<file path="config.mk">
export PLATFORM = sky130hd
export DESIGN_NAME = axi_line_master_flat
export DESIGN_NICKNAME = d
export VERILOG_FILES = /design/src/rtl/axi_line_master_if.sv /design/src/rtl/axi_line_master.sv /design/src/flat_wrapper.sv
export SDC_FILE = /design/constraint.sdc
export NUM_CORES = 1
export LEC_CHECK = 0
export ABC_AREA = 1
export BUFFER_PORTS_ARGS = -buffer_cell sky130_fd_sc_hd__buf_4
export CORE_AREA = 10 10 557 559
export CTS_CLUSTER_SIZE = 16
export DETAILED_ROUTE_END_ITERATION = 12
export DIE_AREA = 0 0 567 569
export PLACE_DENSITY = 0.35
export SLEW_MARGIN = 15
export SYNTH_ARGS = -nofsm -noshare
export SYNTH_HDL_FRONTEND = slang
export SYNTH_SLANG_ARGS = --single-unit
export TNS_END_PERCENT = 10
</file>
<file path="constraint.sdc">
create_clock -name aclk -period 10 [get_ports aclk]
set_input_delay 1 -clock aclk [delete_from_list [all_inputs] [get_ports aclk]]
set_output_delay 1 -clock aclk [all_outputs]
set_load 0.05 [all_outputs]
</file>
<file path="src/rtl/axi_line_master_if.sv">
// AXI4 bus bundle between the line master and its slave port.
// The master modport is the line master's view; the slave modport is the memory side.
interface axi_line_master_if #(
  parameter int unsigned AXI_ADDR_W = 64,
  parameter int unsigned AXI_ID_W   = 8,
  parameter int unsigned AXI_DATA_W = 64
) ();

  logic                    slv_awvalid;
  logic                    slv_awready;
  logic [AXI_ADDR_W-1:0]   slv_awaddr;
  logic [7:0]              slv_awlen;
  logic [2:0]              slv_awsize;
  logic [1:0]              slv_awburst;
  logic                    slv_awlock;
  logic [3:0]              slv_awcache;
  logic [2:0]              slv_awprot;
  logic [3:0]              slv_awqos;
  logic [3:0]              slv_awregion;
  logic [AXI_ID_W-1:0]     slv_awid;

  logic                    slv_wvalid;
  logic                    slv_wready;
  logic                    slv_wlast;
  logic [AXI_DATA_W-1:0]   slv_wdata;
  logic [AXI_DATA_W/8-1:0] slv_wstrb;

  logic                    slv_bvalid;
  logic                    slv_bready;
  logic [AXI_ID_W-1:0]     slv_bid;
  logic [1:0]              slv_bresp;

  logic                    slv_arvalid;
  logic                    slv_arready;
  logic [AXI_ADDR_W-1:0]   slv_araddr;
  logic [7:0]              slv_arlen;
  logic [2:0]              slv_arsize;
  logic [1:0]              slv_arburst;
  logic                    slv_arlock;
  logic [3:0]              slv_arcache;
  logic [2:0]              slv_arprot;
  logic [3:0]              slv_arqos;
  logic [3:0]              slv_arregion;
  logic [AXI_ID_W-1:0]     slv_arid;

  logic                    slv_rvalid;
  logic                    slv_rready;
  logic [AXI_ID_W-1:0]     slv_rid;
  logic [1:0]              slv_rresp;
  logic [AXI_DATA_W-1:0]   slv_rdata;
  logic                    slv_rlast;

  modport master (
    output slv_awvalid, slv_awaddr, slv_awlen, slv_awsize, slv_awburst, slv_awlock,
           slv_awcache, slv_awprot, slv_awqos, slv_awregion, slv_awid,
    input  slv_awready,
    output slv_wvalid, slv_wlast, slv_wdata, slv_wstrb,
    input  slv_wready,
    input  slv_bvalid, slv_bid, slv_bresp,
    output slv_bready,
    output slv_arvalid, slv_araddr, slv_arlen, slv_arsize, slv_arburst, slv_arlock,
           slv_arcache, slv_arprot, slv_arqos, slv_arregion, slv_arid,
    input  slv_arready,
    input  slv_rvalid, slv_rid, slv_rresp, slv_rdata, slv_rlast,
    output slv_rready
  );

  modport slave (
    input  slv_awvalid, slv_awaddr, slv_awlen, slv_awsize, slv_awburst, slv_awlock,
           slv_awcache, slv_awprot, slv_awqos, slv_awregion, slv_awid,
    output slv_awready,
    input  slv_wvalid, slv_wlast, slv_wdata, slv_wstrb,
    output slv_wready,
    output slv_bvalid, slv_bid, slv_bresp,
    input  slv_bready,
    input  slv_arvalid, slv_araddr, slv_arlen, slv_arsize, slv_arburst, slv_arlock,
           slv_arcache, slv_arprot, slv_arqos, slv_arregion, slv_arid,
    output slv_arready,
    output slv_rvalid, slv_rid, slv_rresp, slv_rdata, slv_rlast,
    input  slv_rready
  );

endinterface

</file>
<file path="src/rtl/axi_line_master.sv">
// Single-outstanding AXI4 master that reads or writes one whole line per request
// as a BEATS-long INCR burst, returning the line and an error flag on the response channel.
module axi_line_master #(
  parameter int unsigned          AXI_ADDR_W = 64,
  parameter int unsigned          AXI_ID_W   = 8,
  parameter int unsigned          AXI_DATA_W = 64,
  parameter int unsigned          BEATS      = 8,
  parameter logic [AXI_ID_W-1:0]  MST_ID     = '0
) (
  input  logic                          aclk,
  input  logic                          arst,

  input  logic                          req_valid,
  output logic                          req_ready,
  input  logic                          req_write,
  input  logic [AXI_ADDR_W-1:0]         req_addr,
  input  logic [AXI_DATA_W*BEATS-1:0]   req_wdata,

  output logic                          rsp_valid,
  input  logic                          rsp_ready,
  output logic                          rsp_err,
  output logic [AXI_DATA_W*BEATS-1:0]   rsp_rdata,

  axi_line_master_if.master             axi
);

  localparam int unsigned LINE_W     = AXI_DATA_W * BEATS;
  localparam int unsigned LINE_BYTES = LINE_W / 8;
  localparam int unsigned OFF_W      = $clog2(LINE_BYTES);
  localparam int unsigned IDX_W      = $clog2(BEATS);
  localparam int unsigned CNT_W      = IDX_W + 1;
  localparam int unsigned SIZE       = $clog2(AXI_DATA_W / 8);

  localparam logic [CNT_W-1:0] LastBeat = CNT_W'(BEATS - 1);
  localparam logic [CNT_W-1:0] BeatsCnt = CNT_W'(BEATS);

  localparam logic [2:0] StIdle = 3'd0;
  localparam logic [2:0] StAr   = 3'd1;
  localparam logic [2:0] StR    = 3'd2;
  localparam logic [2:0] StAw   = 3'd3;
  localparam logic [2:0] StW    = 3'd4;
  localparam logic [2:0] StB    = 3'd5;
  localparam logic [2:0] StResp = 3'd6;

  logic [2:0]                             state_q, state_d;
  logic [CNT_W-1:0]                       cnt_q, cnt_d;
  logic                                   err_q, err_d;
  logic [AXI_ADDR_W-1:0]                  addr_q, addr_d;
  logic [BEATS-1:0][AXI_DATA_W-1:0]       buf_q, buf_d;

  always_comb begin
    state_d = state_q;
    cnt_d   = cnt_q;
    err_d   = err_q;
    addr_d  = addr_q;
    buf_d   = buf_q;
    unique case (state_q)
      StIdle: begin
        if (req_valid) begin
          addr_d  = {req_addr[AXI_ADDR_W-1:OFF_W], {OFF_W{1'b0}}};
          buf_d   = req_wdata;
          cnt_d   = '0;
          err_d   = 1'b0;
          state_d = req_write ? StAw : StAr;
        end
      end
      StAr: begin
        if (axi.slv_arready) begin
          cnt_d   = '0;
          state_d = StR;
        end
      end
      StR: begin
        if (axi.slv_rvalid) begin
          if (axi.slv_rresp[1] || (axi.slv_rid != MST_ID)) err_d = 1'b1;
          // Overrun beats are dropped and the counter parks at BEATS instead of wrapping.
          if (cnt_q < BeatsCnt) begin
            buf_d[cnt_q[IDX_W-1:0]] = axi.slv_rdata;
            cnt_d = cnt_q + 1'b1;
          end else begin
            err_d = 1'b1;
          end
          if (axi.slv_rlast) begin
            if (cnt_q != LastBeat) err_d = 1'b1;
            state_d = StResp;
          end
        end
      end
      StAw: begin
        if (axi.slv_awready) begin
          cnt_d   = '0;
          state_d = StW;
        end
      end
      StW: begin
        if (axi.slv_wready) begin
          if (cnt_q == LastBeat) state_d = StB;
          else                   cnt_d   = cnt_q + 1'b1;
        end
      end
      StB: begin
        if (axi.slv_bvalid) begin
          err_d   = axi.slv_bresp[1] | (axi.slv_bid != MST_ID);
          state_d = StResp;
        end
      end
      StResp: begin
        if (rsp_ready) begin
          err_d   = 1'b0;
          state_d = StIdle;
        end
      end
      default: state_d = StIdle;
    endcase
  end

  always_ff @(posedge aclk) begin
    if (arst) begin
      state_q <= StIdle;
      cnt_q   <= '0;
      err_q   <= 1'b0;
    end else begin
      state_q <= state_d;
      cnt_q   <= cnt_d;
      err_q   <= err_d;
    end
  end

  // Line buffer and address are pure datapath; reset leaves them untouched.
  always_ff @(posedge aclk) begin
    addr_q <= addr_d;
    buf_q  <= buf_d;
  end

  assign req_ready = (state_q == StIdle);
  assign rsp_valid = (state_q == StResp);
  assign rsp_err   = (state_q == StResp) & err_q;
  assign rsp_rdata = buf_q;

  assign axi.slv_awvalid  = (state_q == StAw);
  assign axi.slv_awaddr   = addr_q;
  assign axi.slv_awlen    = 8'(BEATS - 1);
  assign axi.slv_awsize   = 3'(SIZE);
  assign axi.slv_awburst  = 2'b01;
  assign axi.slv_awlock   = 1'b0;
  assign axi.slv_awcache  = 4'h0;
  assign axi.slv_awprot   = 3'h0;
  assign axi.slv_awqos    = 4'h0;
  assign axi.slv_awregion = 4'h0;
  assign axi.slv_awid     = MST_ID;

  assign axi.slv_wvalid = (state_q == StW);
  assign axi.slv_wdata  = buf_q[cnt_q[IDX_W-1:0]];
  assign axi.slv_wlast  = (state_q == StW) && (cnt_q == LastBeat);
  assign axi.slv_wstrb  = '1;

  assign axi.slv_bready = (state_q == StB);

  assign axi.slv_arvalid  = (state_q == StAr);
  assign axi.slv_araddr   = addr_q;
  assign axi.slv_arlen    = 8'(BEATS - 1);
  assign axi.slv_arsize   = 3'(SIZE);
  assign axi.slv_arburst  = 2'b01;
  assign axi.slv_arlock   = 1'b0;
  assign axi.slv_arcache  = 4'h0;
  assign axi.slv_arprot   = 3'h0;
  assign axi.slv_arqos    = 4'h0;
  assign axi.slv_arregion = 4'h0;
  assign axi.slv_arid     = MST_ID;

  assign axi.slv_rready = (state_q == StR);

  // Only the error bit of each response code matters to the line status.
  logic unused_resp_lsb;
  assign unused_resp_lsb = ^{axi.slv_rresp[0], axi.slv_bresp[0]};

endmodule

</file>
<file path="src/flat_wrapper.sv">
// flat-port wrapper written by rule: the top's interface ports become plain ports
module axi_line_master_flat 
#(
  parameter int unsigned          AXI_ADDR_W = 64,
  parameter int unsigned          AXI_ID_W   = 8,
  parameter int unsigned          AXI_DATA_W = 64,
  parameter int unsigned          BEATS      = 8,
  parameter logic [AXI_ID_W-1:0]  MST_ID     = '0
)
  (aclk, arst, req_valid, req_ready, req_write, req_addr, req_wdata, rsp_valid, rsp_ready, rsp_err, rsp_rdata, axi_slv_awvalid, axi_slv_awaddr, axi_slv_awlen, axi_slv_awsize, axi_slv_awburst, axi_slv_awlock, axi_slv_awcache, axi_slv_awprot, axi_slv_awqos, axi_slv_awregion, axi_slv_awid, axi_slv_awready, axi_slv_wvalid, axi_slv_wlast, axi_slv_wdata, axi_slv_wstrb, axi_slv_wready, axi_slv_bvalid, axi_slv_bid, axi_slv_bresp, axi_slv_bready, axi_slv_arvalid, axi_slv_araddr, axi_slv_arlen, axi_slv_arsize, axi_slv_arburst, axi_slv_arlock, axi_slv_arcache, axi_slv_arprot, axi_slv_arqos, axi_slv_arregion, axi_slv_arid, axi_slv_arready, axi_slv_rvalid, axi_slv_rid, axi_slv_rresp, axi_slv_rdata, axi_slv_rlast, axi_slv_rready);
  axi_line_master_if #(.AXI_ADDR_W(AXI_ADDR_W), .AXI_ID_W(AXI_ID_W), .AXI_DATA_W(AXI_DATA_W)) axi_i ();
  input  logic aclk;
  input  logic arst;
  input  logic req_valid;
  output logic req_ready;
  input  logic req_write;
  input  logic [AXI_ADDR_W-1:0] req_addr;
  input  logic [AXI_DATA_W*BEATS-1:0] req_wdata;
  output logic rsp_valid;
  input  logic rsp_ready;
  output logic rsp_err;
  output logic [AXI_DATA_W*BEATS-1:0] rsp_rdata;
  output wire logic [$bits(axi_i.slv_awvalid)-1:0] axi_slv_awvalid;
  output wire logic [$bits(axi_i.slv_awaddr)-1:0] axi_slv_awaddr;
  output wire logic [$bits(axi_i.slv_awlen)-1:0] axi_slv_awlen;
  output wire logic [$bits(axi_i.slv_awsize)-1:0] axi_slv_awsize;
  output wire logic [$bits(axi_i.slv_awburst)-1:0] axi_slv_awburst;
  output wire logic [$bits(axi_i.slv_awlock)-1:0] axi_slv_awlock;
  output wire logic [$bits(axi_i.slv_awcache)-1:0] axi_slv_awcache;
  output wire logic [$bits(axi_i.slv_awprot)-1:0] axi_slv_awprot;
  output wire logic [$bits(axi_i.slv_awqos)-1:0] axi_slv_awqos;
  output wire logic [$bits(axi_i.slv_awregion)-1:0] axi_slv_awregion;
  output wire logic [$bits(axi_i.slv_awid)-1:0] axi_slv_awid;
  input wire logic [$bits(axi_i.slv_awready)-1:0] axi_slv_awready;
  output wire logic [$bits(axi_i.slv_wvalid)-1:0] axi_slv_wvalid;
  output wire logic [$bits(axi_i.slv_wlast)-1:0] axi_slv_wlast;
  output wire logic [$bits(axi_i.slv_wdata)-1:0] axi_slv_wdata;
  output wire logic [$bits(axi_i.slv_wstrb)-1:0] axi_slv_wstrb;
  input wire logic [$bits(axi_i.slv_wready)-1:0] axi_slv_wready;
  input wire logic [$bits(axi_i.slv_bvalid)-1:0] axi_slv_bvalid;
  input wire logic [$bits(axi_i.slv_bid)-1:0] axi_slv_bid;
  input wire logic [$bits(axi_i.slv_bresp)-1:0] axi_slv_bresp;
  output wire logic [$bits(axi_i.slv_bready)-1:0] axi_slv_bready;
  output wire logic [$bits(axi_i.slv_arvalid)-1:0] axi_slv_arvalid;
  output wire logic [$bits(axi_i.slv_araddr)-1:0] axi_slv_araddr;
  output wire logic [$bits(axi_i.slv_arlen)-1:0] axi_slv_arlen;
  output wire logic [$bits(axi_i.slv_arsize)-1:0] axi_slv_arsize;
  output wire logic [$bits(axi_i.slv_arburst)-1:0] axi_slv_arburst;
  output wire logic [$bits(axi_i.slv_arlock)-1:0] axi_slv_arlock;
  output wire logic [$bits(axi_i.slv_arcache)-1:0] axi_slv_arcache;
  output wire logic [$bits(axi_i.slv_arprot)-1:0] axi_slv_arprot;
  output wire logic [$bits(axi_i.slv_arqos)-1:0] axi_slv_arqos;
  output wire logic [$bits(axi_i.slv_arregion)-1:0] axi_slv_arregion;
  output wire logic [$bits(axi_i.slv_arid)-1:0] axi_slv_arid;
  input wire logic [$bits(axi_i.slv_arready)-1:0] axi_slv_arready;
  input wire logic [$bits(axi_i.slv_rvalid)-1:0] axi_slv_rvalid;
  input wire logic [$bits(axi_i.slv_rid)-1:0] axi_slv_rid;
  input wire logic [$bits(axi_i.slv_rresp)-1:0] axi_slv_rresp;
  input wire logic [$bits(axi_i.slv_rdata)-1:0] axi_slv_rdata;
  input wire logic [$bits(axi_i.slv_rlast)-1:0] axi_slv_rlast;
  output wire logic [$bits(axi_i.slv_rready)-1:0] axi_slv_rready;
  assign axi_slv_awvalid = axi_i.slv_awvalid;
  assign axi_slv_awaddr = axi_i.slv_awaddr;
  assign axi_slv_awlen = axi_i.slv_awlen;
  assign axi_slv_awsize = axi_i.slv_awsize;
  assign axi_slv_awburst = axi_i.slv_awburst;
  assign axi_slv_awlock = axi_i.slv_awlock;
  assign axi_slv_awcache = axi_i.slv_awcache;
  assign axi_slv_awprot = axi_i.slv_awprot;
  assign axi_slv_awqos = axi_i.slv_awqos;
  assign axi_slv_awregion = axi_i.slv_awregion;
  assign axi_slv_awid = axi_i.slv_awid;
  assign axi_i.slv_awready = axi_slv_awready;
  assign axi_slv_wvalid = axi_i.slv_wvalid;
  assign axi_slv_wlast = axi_i.slv_wlast;
  assign axi_slv_wdata = axi_i.slv_wdata;
  assign axi_slv_wstrb = axi_i.slv_wstrb;
  assign axi_i.slv_wready = axi_slv_wready;
  assign axi_i.slv_bvalid = axi_slv_bvalid;
  assign axi_i.slv_bid = axi_slv_bid;
  assign axi_i.slv_bresp = axi_slv_bresp;
  assign axi_slv_bready = axi_i.slv_bready;
  assign axi_slv_arvalid = axi_i.slv_arvalid;
  assign axi_slv_araddr = axi_i.slv_araddr;
  assign axi_slv_arlen = axi_i.slv_arlen;
  assign axi_slv_arsize = axi_i.slv_arsize;
  assign axi_slv_arburst = axi_i.slv_arburst;
  assign axi_slv_arlock = axi_i.slv_arlock;
  assign axi_slv_arcache = axi_i.slv_arcache;
  assign axi_slv_arprot = axi_i.slv_arprot;
  assign axi_slv_arqos = axi_i.slv_arqos;
  assign axi_slv_arregion = axi_i.slv_arregion;
  assign axi_slv_arid = axi_i.slv_arid;
  assign axi_i.slv_arready = axi_slv_arready;
  assign axi_i.slv_rvalid = axi_slv_rvalid;
  assign axi_i.slv_rid = axi_slv_rid;
  assign axi_i.slv_rresp = axi_slv_rresp;
  assign axi_i.slv_rdata = axi_slv_rdata;
  assign axi_i.slv_rlast = axi_slv_rlast;
  assign axi_slv_rready = axi_i.slv_rready;
  axi_line_master #(.AXI_ADDR_W(AXI_ADDR_W), .AXI_ID_W(AXI_ID_W), .AXI_DATA_W(AXI_DATA_W), .BEATS(BEATS), .MST_ID(MST_ID)) u_core (.aclk(aclk), .arst(arst), .req_valid(req_valid), .req_ready(req_ready), .req_write(req_write), .req_addr(req_addr), .req_wdata(req_wdata), .rsp_valid(rsp_valid), .rsp_ready(rsp_ready), .rsp_err(rsp_err), .rsp_rdata(rsp_rdata), .axi(axi_i));
endmodule
</file>
Word-level counts from Yosys, hierarchy flattened
Index checks and enable logic that the tools add are counted.
Cells by class
  add/sub/neg operators: 1
  $lt $le $gt $ge: 3
  eq/ne operators: 19
  multiplexer cells: 37
  bitwise operators: 2
  reductions and logical operators: 14
Operators with widths (count)
  512-bit two-way mux: 3
  512-bit case mux with 2 select lines: 1
  512-bit bitwise mux: 1
  64-bit binary-select mux with 3-bit select: 1
  64-bit demux with 3-bit select: 1
  64-bit two-way mux: 2
  4-bit two-way mux: 7
  3-bit two-way mux: 9
  3-bit case mux with 7 select lines: 1
  4-bit case mux with 5 select lines: 1
  8-bit nonzero test: 2
  2-bit by 1-bit != test with 1-bit output, second input constant: 6
  2-bit != test, second input constant: 5
  3-bit == test, second input constant: 3
  9-bit AND reduction: 1
  1-bit two-way mux: 8
  8-bit AND reduction: 1
  3-bit by 2-bit == test with 1-bit output, second input constant: 2
  5-bit AND reduction: 1
  5-bit nonzero test: 1
  4-bit by 1-bit adder with 4-bit output, second input constant: 1
  4-bit by 3-bit == test with 1-bit output, second input constant: 1
  3-bit by 4-bit less-than comparator with 1-bit output, second input constant: 1
  4-bit less-than comparator, second input constant: 1
  other kinds (14): 15
Word-level totals
  register bits: 578
  output and inout port bits: 795
  word-level logic and storage cells: 88

Depth between registers and ports, before layout
Gate-level depths: netlist (run 1).
  depth in word-level cells: 8
  depth in mapped cells: 11
  gate-level depth less buffers: 10

Worst setup path before layout (run 1)
Ideal clock, no wire load.
  path kind: input to register
  from: input port req_valid
  to: register u_core.addr_q[10] (netlist: u_core.axi.slv_araddr[10]) (enable)
  data arrival time: 4987 ps
  setup slack: 4468 ps
  cell stages on the path: 2
  path buffers: 0
  path through: inv_1 > nor3_1
On the way
  cells in the longest elaborated chain, start to end: 1
Ends and longest elaborated chain
  start: declaration: line flat_wrapper.sv:14  | input logic req_valid;
  2-bit AND reduction (no source line)
  end signal: assignment: line axi_line_master.sv:131  | addr_q <= addr_d;
  end: declaration: line axi_line_master.sv:48  | logic [AXI_ADDR_W-1:0] addr_q, addr_d;
Every way passes these cells.
A chain may end at the register's enable or synchronous reset.

Final worst setup path (run 1)
  from: register u_core.cnt_q[2]
  to: output port axi_slv_wdata[49]
On the way
  cells in the longest elaborated chain, start to end: 2
Ends and longest elaborated chain
  start: declaration: line axi_line_master.sv:46  | logic [CNT_W-1:0] cnt_q, cnt_d;
  start signal: assignment: line axi_line_master.sv:124  | cnt_q <= cnt_d;
  64-bit binary-select mux with 3-bit select: line axi_line_master.sv:153  | assign axi.slv_wdata = buf_q[cnt_q[IDX_W-1:0]];
  64-bit two-way mux (not written as such): line axi_line_master.sv:153
  end: declaration: line flat_wrapper.sv:37  | output wire logic [$bits(axi_i.slv_wdata)-1:0] axi_slv_wdata;
Every way passes these cells. The select of a mux whose other input is x is not followed.

==> impl_metrics.toml, run 1 <==
[status]
outcome = "finished, final reports clean"

[floorplan]
core_um2 = 299000
io_pins = 1466
fp.dieH_um = 569
rows = 201
initial_core_util_pct = 9.33
fp.dieArea_um2 = 323000
die_w_um = 567

[synth]
synth_top_area_share_pct = 61.4
synth_area_leader_cell = "edfxtp_1"
ys_seq_area_share_pct = 62.0
synth_edf_count = 570
synth_seq_cells = 578
netlist_top_cells_area = "edfxtp_1 (61%), nand2_1 (12%), o21ai_0 (9.7%)"
synth_ff_type = "edfxtp_1"
synth.avg_cell_area_um2 = 9.86
synth.distinct_cells = 38
syn-cell-area_um2 = 27900
postSynthCellCount = 2825
ys_warn_count = 0
async_reset_ff_share_pct = 0

[worst_setup_path]
reg2regPathDepth = 7
critPathLaunchType = "flop"
crit_end = "axi_slv_wdata[49]"
rr_startpoint = "u_core.cnt_q[0]"
required_ps = 9000
r2r-end = "u_core.rsp_rdata[212]"
cp-startpoint = "u_core.cnt_q[2]"
crit_fanout = 45
reg2reg_slack_ps = 5710
path_class = "flop to output pin"
crit_arrival_ps = 4820
cp-end-kind = "output pin"

[clock_network]
cts_sinks = 578
htree_levels = 3
post_cts_resized = 0
clkTransAtPathRegs_ps = 60
cts_tree = "done"
cts_hold_buffers = 0
cts_setup_buffers = 0
ctsRootBufferMaster = "clkbuf_16"
cts_buffers = 88
clk_latency_ps = 800
clock_path_buffers = 4

[timing]
period_share_pct = 58.2
tightest_slew_ps = 974
hold_violations = 0
slew_headroom_pct = 34.4
min_period_ps = 5820
maxSlewViolCount = 0
finalSetupViolCount = 0
fmax_ghz = 0.172
setup_tns_ps = 0
rsz0062_at_grt = "no"
finClkSkew_ps = 33.6

[finish]
seqCellArea_um2 = 17300
fin_nets = 4776
area_growth_pct = 62.1
multi_input_area_um2 = 8720
mostFrequentLayoutCell = "buf_4"
final_area_um2 = 45200
num-fill-cells = 34100
drive_gt1_share_pct = 38.6
final_cell_mix = "buf_4 (1423), nand2_1 (927), edfxtp_1 (570), o21ai_0 (541), inv_1 (105)"

[routing]
met3_wirelength_mm = 25.6
drtIter0Drc = 2406
totalWireLength_mm = 280
wl_per_cell_um = 34.3
dr_wl_met2_mm = 137
wl_met1_mm = 111
top_layer = "met5"
detail_route.first_pass.iterations = 5
drt-vias-per-instance = 3.53
route.detailed.drc = 0
detail-route-antenna-nets = 0
vias = 28800

[placed_design]
placed_area_um2 = 42200
portBuffers = 1363
hpwlAfterDp_mm = 227
gp_congestion = 0.883

[global_route]
grt_pass1_wl_mm = 348
grt_max_degree = 149
antenna_found_initial = 53
grt_pass1_vias = 30000
grt.total_usage_pct = 16.3
overflow = 0

[min_path]
hold_class = "input pin to flop"

[job]
maxCapViolCount = 0
[area by class of cell]
cell class              count  share of cell area (%)
clock buffers              95                    4.98
inverters                 115                    1.03
diodes                     21                   0.116
repair buffers           1427                    23.8
well taps                3958                    11.0
clock inverters            61                    1.49
flip-flops and latches    578                    38.3
multi-input cells        1894                    19.3
[through the flow]
| stage | instances | utilization [%] | hold WS [ps] | setup WS [ps] |
|---|---|---|---|---|
| after floorplan | 2917 | - | 480 | 4470 |
| after global placement | 7972 | 14.1 | 499 | 4880 |
| after detailed placement | 7972 | 14.1 | 503 | 4850 |
| after CTS | 8128 | 15.1 | 289 | 3920 |
| after global routing | 8136 | 15.1 | 307 | 4010 |
| final | 8149 | 15.1 | 392 | 4180 |
[flip-flops by register name, indices dropped and copies added, names as in the netlist]
register and count:
u_core.err_q 1, u_core.state_q 3, u_core.rsp_rdata 512, u_core.axi.slv_araddr 58, u_core.cnt_q 4
[cell families after synthesis]
group / synth area share [%]
compound gates: 13.6
xor+xnor: 0.0314
fa+ha+maj: 0.0449
buf+inv: 8.62
flops: 62.0
other cells: 0.0270
simple gates: 15.6
[per-layer routing]
layer | up-vias | GRT usage [%]
li1 | 12200 | -
met1 | 14700 | 18.9
met5 | - | 0
met2 | 1625 | 28.6
met3 | 262 | 6.01
met4 | 4 | 3.95
[worst max-delay path, stage by stage (launching register included)]
cell     delay [ps]
dfxtp_1         880
nand3_4         810
inv_6           930
buf_4           520
a21oi_1         380
nand2_1         160
buf_4           220
[cells in the mapped netlist, types with 3 or more instances]
| cell | count |
|---|---|
| a211oi_1 | 24 |
| a21oi_1 | 60 |
| a22oi_1 | 47 |
| buf_2 | 58 |
| buf_4 | 169 |
| clkbuf_1 | 98 |
| dfxtp_1 | 8 |
| edfxtp_1 | 570 |
| inv_1 | 107 |
| inv_2 | 5 |
| inv_4 | 3 |
| nand2_1 | 927 |
| nand2_2 | 11 |
| nand3_1 | 34 |
| nand4_1 | 40 |
| nor2_1 | 56 |
| nor2_2 | 3 |
| nor3_2 | 3 |
| o2111ai_1 | 13 |
| o211ai_1 | 10 |
| o21ai_0 | 541 |
| o21ai_1 | 7 |
| or2_1 | 8 |
[worst min path at each step]
stage	start	to	slack, ps	depth (start not counted)
global placement	u_core.cnt_q[3]	u_core.cnt_q[3]	500	2
global route	req_addr[20]	u_core.axi.slv_araddr[20]	310	1
CTS	req_addr[63]	u_core.axi.slv_araddr[63]	290	1
finish	req_addr[16]	u_core.axi.slv_araddr[16]	390	1
detailed placement	u_core.cnt_q[3]	u_core.cnt_q[3]	500	2
floorplan	u_core.cnt_q[3]	u_core.cnt_q[3]	480	2
Power of run 1 is not shown: default switching activity piles up to over one toggle a cycle in this logic, so the estimate is an artifact.
==> run 2: changes to the inputs <==
Settings changed: CORE_AREA 10 10 557 559 to 10 10 558 560, DIE_AREA 0 0 567 569 to 0 0 568 570.
Clock period 10 ns to 5.48 ns, I/O delays scaled along.
==> impl_metrics.toml, run 2 (synthesized netlist as in run 1, its figures left out) <==
[status]
outcome = "finished, final reports clean"

[pwr]
seqPwrFrac_pct = 24.8
p_int_uw = 16900
p_clk_share_pct = 12.4
irDropWorstVdd_mv = 0.686
p_comb_share_pct = 62.8
p_leak_uw = 0.0199
power_density_nw_per_um2 = 889
swShare_pct = 60.6
netSwitchingPower_uw = 25900
power.total_uw = 42800

[global_route]
grt_pass1_vias = 32000
antenna_found_initial = 51
grt_pass1_wl_mm = 351
grt.total_usage_pct = 16.3
grt_max_degree = 106
overflow = 0

[finish]
fin_nets = 5092
largest_register_ffs = 512
area_growth_pct = 72.9
drive_gt1_share_pct = 35.6
num-fill-cells = 33900
mostFrequentLayoutCell = "buf_4"
final_area_um2 = 48200
final_cell_mix = "buf_4 (1412), nand2_1 (927), edfxtp_1 (570), o21ai_0 (541), dlygate4sd3_1 (310)"

[timing]
min_period_ps = 4790
period_share_pct = 87.5
hold_ws_ps = 77.1
maxSlewViolCount = 0
tightest_slew_ps = 1100
finalSetupViolCount = 0
finClkSkew_ps = 32.2
rsz0062_at_grt = "no"
hold_violations = 0
slew_headroom_pct = 26.6
fmax_ghz = 0.209
setup_tns_ps = 0
timing.final.ws_setup_ps = 687

[routing]
dr_wl_met2_mm = 137
wl_met1_mm = 108
wl_per_cell_um = 33.2
route.detailed.drc = 0
detail-route-antenna-nets = 0
drtIter0Drc = 2447
drt-vias-per-instance = 3.58
vias = 30200
met3_wirelength_mm = 27.0
totalWireLength_mm = 281
top_layer = "met5"
detail_route.first_pass.iterations = 6

[worst_setup_path]
required_ps = 4930
path_class = "flop to output pin"
cp-end-kind = "output pin"
crit_arrival_ps = 4240
critPathLaunchType = "flop"
crit_fanout = 30

[clock_network]
ctsRootBufferMaster = "clkbuf_16"
clk_latency_ps = 800
cts_sinks = 578
htree_levels = 3
clock_path_buffers = 4
cts_buffers = 84
cts_tree = "done"
post_cts_resized = 0
clkTransAtPathRegs_ps = 60

[floorplan]
fp.dieH_um = 570
initial_core_util_pct = 9.30
io_pins = 1466
core_um2 = 300000
fp.dieArea_um2 = 324000
die_w_um = 568
rows = 201

[min_path]
hold_class = "input pin to flop"

[placed_design]
placed_area_um2 = 42500
hpwlAfterDp_mm = 222
portBuffers = 1363
gp_congestion = 0.861
pre_cts_ws_ps = 1420

[job]
maxCapViolCount = 0
-- run 2: area by class of cell --
| cell class | instances | area [um^2] | share of cell area (%) |
|---|---|---|---|
| Tap cell | 3958 | 4950 | 10.3 |
| Timing Repair Buffer | 1747 | 14200 | 29.5 |
| Clock inverter | 43 | 343 | 0.711 |
| Clock buffer | 103 | 2180 | 4.53 |
| Inverter | 115 | 464 | 0.963 |
| Antenna cell | 17 | 42.5 | 0.0883 |
| Multi-Input combinational cell | 1894 | 8720 | 18.1 |
| Sequential cell | 578 | 17300 | 35.9 |
-- run 2: final timing paths --
| check | startpoint | endpoint | slack, ps | cells after the start |
|---|---|---|---|---|
| worst max-delay path | u_core.cnt_q[0] | axi_slv_wdata[23] | 690 | 8 |
| worst min-delay path | req_wdata[82] | u_core.rsp_rdata[82] | 80 | 3 |
| worst max register to register | u_core.state_q[2] | u_core.rsp_rdata[153] | 1830 | 5 |
| worst min register to register | u_core.cnt_q[3] | u_core.cnt_q[3] | 530 | 2 |
-- run 2: stage by stage --
stage | utilization (%) | instances
after global placement | 14.2 | 7982
after detailed placement | 14.2 | 7982
final | 16.1 | 8455
after CTS | 16.1 | 8438
after global routing | 16.1 | 8445
after floorplan | - | 2917
-- run 2: power by group through the flow --
stage / registers [uW] / logic, uW / clock network, uW
after global routing: 10800 / 28200 / 5620
final: 10600 / 26900 / 5320
after CTS: 10700 / 27700 / 5500
after global placement: 10700 / 27600 / 0
after detailed placement: 10700 / 27400 / 0
after floorplan: 17400 / 6520 / 0
-- run 2: what timing repair did --
item	4_1_cts	5_1_grt
endpoints found under the hold margin	316	0
buffers inserted	0	0
hold buffers	310	0
-- run 2: per-layer routing --
layer	vias to the layer above	track usage (%)
met4	6	4.25
met2	1805	28.7
met3	312	6.03
li1	12800	-
met1	15300	18.6
met5	-	0
-- run 2: worst max-delay path: stages, from the launching register on --
cell and delay, ps:
dfxtp_1 780, nand3_4 570, inv_6 490, buf_4 720, nand2_1 110, nand3_1 120
a21oi_1 60, nand2_1 220, buf_4 240
Power figures use the tool's default switching activity.
